$ cat config.mk
export PLATFORM = sky130hd
export DESIGN_NAME = ucsie_rx_credit_buffer_flat
export DESIGN_NICKNAME = d
export VERILOG_FILES = /design/src/rtl/ucsie_rx_credit_buffer_if.sv /design/src/rtl/ucsie_rx_credit_buffer.sv /design/src/flat_wrapper.sv
export SDC_FILE = /design/constraint.sdc
export NUM_CORES = 2
export LEC_CHECK = 0
export CORE_ASPECT_RATIO = 0.9
export CORE_MARGIN = 1.5
export CORE_UTILIZATION = 60
export CTS_BUF_LIST = sky130_fd_sc_hd__clkbuf_8
export CTS_CLUSTER_DIAMETER = 150
export DETAILED_ROUTE_END_ITERATION = 7
export DONT_BUFFER_PORTS = 1
export MAX_ROUTING_LAYER = met4
export PLACE_DENSITY = 0.77
export SYNTH_ARGS = -nofsm -noshare
export SYNTH_HDL_FRONTEND = slang
export SYNTH_MEMORY_MAX_BITS = 65536
export SYNTH_SLANG_ARGS = --single-unit
$ cat constraint.sdc
create_clock -name clk -period 44.8 [get_ports clk]
set_input_delay 4.48 -clock clk [delete_from_list [all_inputs] [get_ports clk]]
set_output_delay 4.48 -clock clk [all_outputs]
set_load 0.05 [all_outputs]
$ cat src/rtl/ucsie_rx_credit_buffer_if.sv
// Beat stream bundle shared by the PHY-side input and protocol-side output of the RX credit buffer.
// The master drives a beat with framing; the slave answers with ready.
interface ucsie_rx_credit_buffer_if #(
   parameter int DATA_W = 256
);
   logic                  valid;
   logic                  ready;
   logic [DATA_W-1:0]     data;
   logic [DATA_W/8-1:0]   strb;
   logic                  sop;
   logic                  eop;

   modport master (output valid, data, strb, sop, eop, input ready);
   modport slave  (input valid, data, strb, sop, eop, output ready);
endinterface

$ cat src/rtl/ucsie_rx_credit_buffer.sv
// Receive end of the adapter<->PHY credit loop: credit-sized FWFT FIFO, protocol-side valid/ready
// delivery, and batched return of freed credits to the remote transmitter.
module ucsie_rx_credit_buffer #(
   parameter int DATA_W       = 256,
   parameter int DEPTH        = 16,
   parameter int CREDIT_W     = 8,
   parameter int RET_THRESH   = 4,
   parameter int IDLE_TIMEOUT = 8
) (
   input  logic                    clk,
   input  logic                    rst_n,
   input  logic                    link_ready,
   ucsie_rx_credit_buffer_if.slave  phy,
   ucsie_rx_credit_buffer_if.master rx,
   output logic                    credit_return_valid,
   output logic [CREDIT_W-1:0]     credit_return_cnt,
   output logic                    err_overflow,
   output logic                    err_framing,
   input  logic                    err_clr
);
   localparam int PTR_W  = (DEPTH > 1) ? $clog2(DEPTH) : 1;
   localparam int CNT_W  = $clog2(DEPTH + 1);
   localparam int PEND_W = $clog2(DEPTH + 2);
   localparam int TMR_W  = (IDLE_TIMEOUT > 1) ? $clog2(IDLE_TIMEOUT) : 1;
   localparam int ENT_W  = DATA_W + DATA_W/8 + 2;

   typedef enum logic [1:0] {DOWN, ADVERT, RUN} state_t;

   state_t              state, state_d;
   logic [ENT_W-1:0]    mem [DEPTH];
   logic [PTR_W-1:0]    wr_ptr, rd_ptr;
   logic [CNT_W-1:0]    count;
   logic                in_pkt;
   logic [PEND_W-1:0]   pending, pending_d;
   logic [TMR_W-1:0]    timer, timer_d;
   logic                ret_valid_d;
   logic [CREDIT_W-1:0] ret_cnt_d;
   logic                run, full, pop, accept, stray, ovf, drop, push, bad_sop;
   logic [1:0]          inc;

   function automatic logic [PTR_W-1:0] ptr_inc(input logic [PTR_W-1:0] p);
      return (p == PTR_W'(DEPTH - 1)) ? '0 : p + 1'b1;
   endfunction

   assign run     = (state == RUN) && link_ready;
   assign full    = (count == CNT_W'(DEPTH));
   assign rx.valid = (count != '0);
   assign pop     = rx.valid && rx.ready;
   assign accept  = run && phy.valid;
   assign stray   = accept && !in_pkt && !phy.sop;
   assign bad_sop = accept && in_pkt && phy.sop;
   // A pop in the same cycle frees the slot, so only a full FIFO without a pop drops.
   assign ovf     = accept && full && !pop;
   assign drop    = stray || ovf;
   assign push    = accept && !drop;
   assign inc     = {1'b0, pop} + {1'b0, drop};
   assign phy.ready = 1'b1;
   assign {rx.data, rx.strb, rx.sop, rx.eop} = mem[rd_ptr];

   always_ff @(posedge clk) begin
      if (!rst_n) state <= DOWN;
      else        state <= state_d;
   end

   always_comb begin
      state_d = state;
      if (!link_ready) begin
         state_d = DOWN;
      end else begin
         case (state)
            DOWN:    state_d = ADVERT;
            ADVERT:  state_d = RUN;
            default: state_d = RUN;
         endcase
      end
   end

   // Next-cycle credit return is decided here and registered, so the pulse lines up with the
   // cycle whose registered pending/timer satisfy the firing rule.
   always_comb begin
      pending_d   = '0;
      timer_d     = '0;
      ret_valid_d = 1'b0;
      ret_cnt_d   = '0;
      if (run) begin
         if (credit_return_valid) begin
            pending_d = PEND_W'(inc);
         end else begin
            pending_d = pending + PEND_W'(inc);
            if ((pending != '0) && (pending < PEND_W'(RET_THRESH))) timer_d = timer + 1'b1;
         end
      end
      if (state_d == ADVERT) begin
         ret_valid_d = 1'b1;
         ret_cnt_d   = CREDIT_W'(DEPTH);
      end else if ((state_d == RUN) &&
                   ((pending_d >= PEND_W'(RET_THRESH)) ||
                    ((pending_d != '0) && (timer_d == TMR_W'(IDLE_TIMEOUT - 1))))) begin
         ret_valid_d = 1'b1;
         ret_cnt_d   = CREDIT_W'(pending_d);
      end
   end

   always_ff @(posedge clk) begin
      if (push) mem[wr_ptr] <= {phy.data, phy.strb, phy.sop, phy.eop};
   end

   always_ff @(posedge clk) begin
      if (!rst_n || !link_ready) begin
         wr_ptr  <= '0;
         rd_ptr  <= '0;
         count   <= '0;
         in_pkt  <= 1'b0;
         pending <= '0;
         timer   <= '0;
      end else begin
         if (push) wr_ptr <= ptr_inc(wr_ptr);
         if (pop)  rd_ptr <= ptr_inc(rd_ptr);
         if (push && !pop)      count <= count + 1'b1;
         else if (pop && !push) count <= count - 1'b1;
         if (push) in_pkt <= phy.eop ? 1'b0 : (phy.sop | in_pkt);
         pending <= pending_d;
         timer   <= timer_d;
      end
   end

   always_ff @(posedge clk) begin
      if (!rst_n) begin
         credit_return_valid <= 1'b0;
         credit_return_cnt   <= '0;
         err_overflow        <= 1'b0;
         err_framing         <= 1'b0;
      end else begin
         credit_return_valid <= ret_valid_d;
         credit_return_cnt   <= ret_cnt_d;
         if (ovf)          err_overflow <= 1'b1;
         else if (err_clr) err_overflow <= 1'b0;
         if (stray || bad_sop) err_framing <= 1'b1;
         else if (err_clr)     err_framing <= 1'b0;
      end
   end
endmodule
$ cat src/flat_wrapper.sv
// flat-port wrapper written by rule: the top's interface ports become plain ports
module ucsie_rx_credit_buffer_flat 
#(
   parameter int DATA_W       = 256,
   parameter int DEPTH        = 16,
   parameter int CREDIT_W     = 8,
   parameter int RET_THRESH   = 4,
   parameter int IDLE_TIMEOUT = 8
)
  (clk, rst_n, link_ready, credit_return_valid, credit_return_cnt, err_overflow, err_framing, err_clr, phy_valid, phy_data, phy_strb, phy_sop, phy_eop, phy_ready, rx_valid, rx_data, rx_strb, rx_sop, rx_eop, rx_ready);
  ucsie_rx_credit_buffer_if #(.DATA_W(DATA_W)) phy_i ();
  ucsie_rx_credit_buffer_if #(.DATA_W(DATA_W)) rx_i ();
  input  logic clk;
  input  logic rst_n;
  input  logic link_ready;
  output logic credit_return_valid;
  output logic [CREDIT_W-1:0] credit_return_cnt;
  output logic err_overflow;
  output logic err_framing;
  input  logic err_clr;
  input wire logic [$bits(phy_i.valid)-1:0] phy_valid;
  input wire logic [$bits(phy_i.data)-1:0] phy_data;
  input wire logic [$bits(phy_i.strb)-1:0] phy_strb;
  input wire logic [$bits(phy_i.sop)-1:0] phy_sop;
  input wire logic [$bits(phy_i.eop)-1:0] phy_eop;
  output wire logic [$bits(phy_i.ready)-1:0] phy_ready;
  output wire logic [$bits(rx_i.valid)-1:0] rx_valid;
  output wire logic [$bits(rx_i.data)-1:0] rx_data;
  output wire logic [$bits(rx_i.strb)-1:0] rx_strb;
  output wire logic [$bits(rx_i.sop)-1:0] rx_sop;
  output wire logic [$bits(rx_i.eop)-1:0] rx_eop;
  input wire logic [$bits(rx_i.ready)-1:0] rx_ready;
  assign phy_i.valid = phy_valid;
  assign phy_i.data = phy_data;
  assign phy_i.strb = phy_strb;
  assign phy_i.sop = phy_sop;
  assign phy_i.eop = phy_eop;
  assign phy_ready = phy_i.ready;
  assign rx_valid = rx_i.valid;
  assign rx_data = rx_i.data;
  assign rx_strb = rx_i.strb;
  assign rx_sop = rx_i.sop;
  assign rx_eop = rx_i.eop;
  assign rx_i.ready = rx_ready;
  ucsie_rx_credit_buffer #(.DATA_W(DATA_W), .DEPTH(DEPTH), .CREDIT_W(CREDIT_W), .RET_THRESH(RET_THRESH), .IDLE_TIMEOUT(IDLE_TIMEOUT)) u_core (.clk(clk), .rst_n(rst_n), .link_ready(link_ready), .phy(phy_i), .rx(rx_i), .credit_return_valid(credit_return_valid), .credit_return_cnt(credit_return_cnt), .err_overflow(err_overflow), .err_framing(err_framing), .err_clr(err_clr));
endmodule
==> reports/metrics.cfg <==
[run_status]
status=finished, final reports clean

[worst_setup_path]
worst_setup_path_end_kind=primary output
start_kind=flop
crit_required_ns=40.32
path_max_fanout=104
critPathArrivalTime_ns=7.60
criticalPathCategory=reg -> out
rr_worst_depth=7

[cts]
clock_path_buffers=4
clkTransAtPathRegs_ns=0.06
postCtsSetupBuffers=0
h-tree-depth=6
cts-hold-fix-buffers=0
cts_made_buffers=687
cts_root_buf=clkbuf_8
cts_tree=done
insertion_delay_ns=1.22
post_cts_resized=0
cts.sink_count=4676

[die]
dieArea_sq_mm=0.294
fp.coreArea_sq_mm=0.289
ios=599
die_h_microns=514
fp.dieW_microns=571
num_rows=187
start_util=0.604

[timing]
fin_skew_ns=0.0713
finalCritPeriodShare=0.270
holdWs_ns=0.450
period_needed_ns=12.08
slew_headroom=0.122
hold_viol_final=0
grt_setup_unrepaired=false
slew_viol_final=0
timing.fmax_ghz=0.0828
setup_viol=0
tns_ns=0
tightest_slew_ns=1.31

[pwr]
p_per_area_mw_per_mm2=41.8
leakage_nw=58.3
ir_drop_mv=0.0334
p_total_mw=8.00

[synth]
synth-main-ff-cell=edfxtp_1
synthTopCellsByArea=edfxtp_1, mux4_2, a22oi_1
synth_edf_count=4640
synth.distinct_cells=55
yosysTopAreaCellShare=0.799
avgSynthCellArea_sq_um=23.9
ys_seq_area_frac=0.804
netlist_area_sq_mm=0.174
async_flop_share=0
yosysWarnings=0
yosysTopAreaCell=edfxtp_1
synth_commonest_cells=edfxtp_1, mux4_2, a22oi_1
yosysMostFrequentCell=edfxtp_1
ys_ff_latch=4676
synth_cells=7279

[placed_design]
placed_cell_area_sq_mm=0.179
gp_congestion=0.759
hpwlAfterDp_microns=203000
numPortBuffers=0

[global_routing]
grt_pass1_wl_microns=573000
track_usage=0.280
grt_max_degree=158
grt_pass1_vias=84400
overflow=0
antenna_found_initial=2

[job]
maxCapViolCount=0

[detailed_routing]
routed_wl_microns=400000
drt_first_pass_iters=5
drc=0
ant_nets=0
viasPerCell=6.72
vias=81600
wl_per_cell_microns=33.0
drtIter0Drc=10700

[final_layout]
syn_to_final_growth_pct=9.79
drive_above_1_share=0.264
num-fill-cells=17300
nNetsFinal=8059
finish.instance_area_sq_mm=0.191

[hold_path]
hold_path.class=reg -> reg
holdPathStages=1

[worst max-delay path: stages (launching register included)]
cell     delay, ns
dfxtp_4       0.78
buf_4         0.86
buf_4         0.83
buf_12        0.67
buf_12        0.70
buf_4         0.83
mux4_2        0.63
a22oi_1       0.24
nand2_1       0.43
[sequential cells by signal, indices dropped and copies added, names as in the netlist, named ones only]
signal	flops
u_core.mem	4640
u_core.count	5
u_core.credit_return_valid	1
u_core.timer	3
u_core.wr_ptr	4
u_core.pending	5
u_core.credit_return_cnt	5
u_core.err_framing	1
u_core.rd_ptr	4
u_core.in_pkt	1
u_core.err_overflow	1
u_core.state	2
[worst paths after layout]
path / slack (ns) / end / start
setup reg to reg: 39.23 / u_core.mem[10][205]$_DFFE_PP_ / u_core.state[0]$_SDFF_PN0_
hold reg to reg: 0.45 / u_core.timer[0]$_SDFF_PP0_ / u_core.timer[0]$_SDFF_PP0_
hold / removal: 0.45 / u_core.timer[0]$_SDFF_PP0_ / u_core.timer[0]$_SDFF_PP0_
setup / recovery: 32.72 / rx_data[159] / flop
[stage by stage]
step | utilization | setup slack [ns] | cells
after floorplan | - | 10.85 | 7281
after global placement | 0.621 | 33.74 | 10900
after detailed placement | 0.621 | 33.73 | 10900
after CTS | 0.663 | 32.41 | 12100
after global routing | 0.663 | 31.98 | 12100
final | 0.663 | 32.72 | 12100
[per-layer routing]
layer	GRT usage	share of wire
met2	0.430	0.48
met3	0.0812	0.13
met4	0.0769	0.024
met1	0.371	0.37
met5	-	0
[cell families after synthesis]
logic type      after synthesis  synth area share
compound gates              614            0.0250
flops                      4676             0.804
other cells                   2         0.0000431
simple gates                392           0.00937
xor+xnor                      8          0.000402
buf+inv                     407            0.0103
fa+ha+maj                    14           0.00109
mux                        1166             0.150
[layout make-up]
type	instances	area, sq um	area share
Inverter	8	30.0	0.000157
Antenna cell	3	7.51	0.0000392
Multi-Input combinational cell	2198	32600	0.170
Tap cell	3874	4850	0.0253
Timing Repair Buffer	178	1650	0.00862
Sequential cell	4676	140000	0.732
Clock inverter	503	2580	0.0135
Clock buffer	696	9580	0.0501
[cell usage in the layout (no fill, tap or decap), types with 3 or more instances in the layout]
cell type and instances:
buf_4 153, inv_12 6, inv_1 222, bufinv_16 10, clkinv_2 53, o22ai_1 195
inv_8 8, clkinv_8 7, a21oi_1 8, ha_1 12, mux2i_1 6, nor2_1 125
inv_6 15, clkinvlp_4 17, nand3_1 5, and2_1 4, o21ai_1 3, mux4_2 1160
nor4_1 5, xnor2_1 3, a22oi_1 387, edfxtp_1 4640, nand2_1 206, diode_2 3
nor2b_1 3, conb_1 4, dfxtp_1 33, dfxtp_4 3, clkbuf_8 696, nand2b_1 5
clkinv_1 172, xor2_1 5, buf_12 25, and3_4 12
[report_power, final]
group | leakage (nW) | switching [mW] | internal (mW) | total, mW
Combinational | 9.37 | 0.0555 | 0.0402 | 0.0957
Clock | 6.98 | 1.58 | 1.51 | 3.09
Sequential | 42.0 | 0.00169 | 4.81 | 4.81
(Power assumes the default switching activity.)
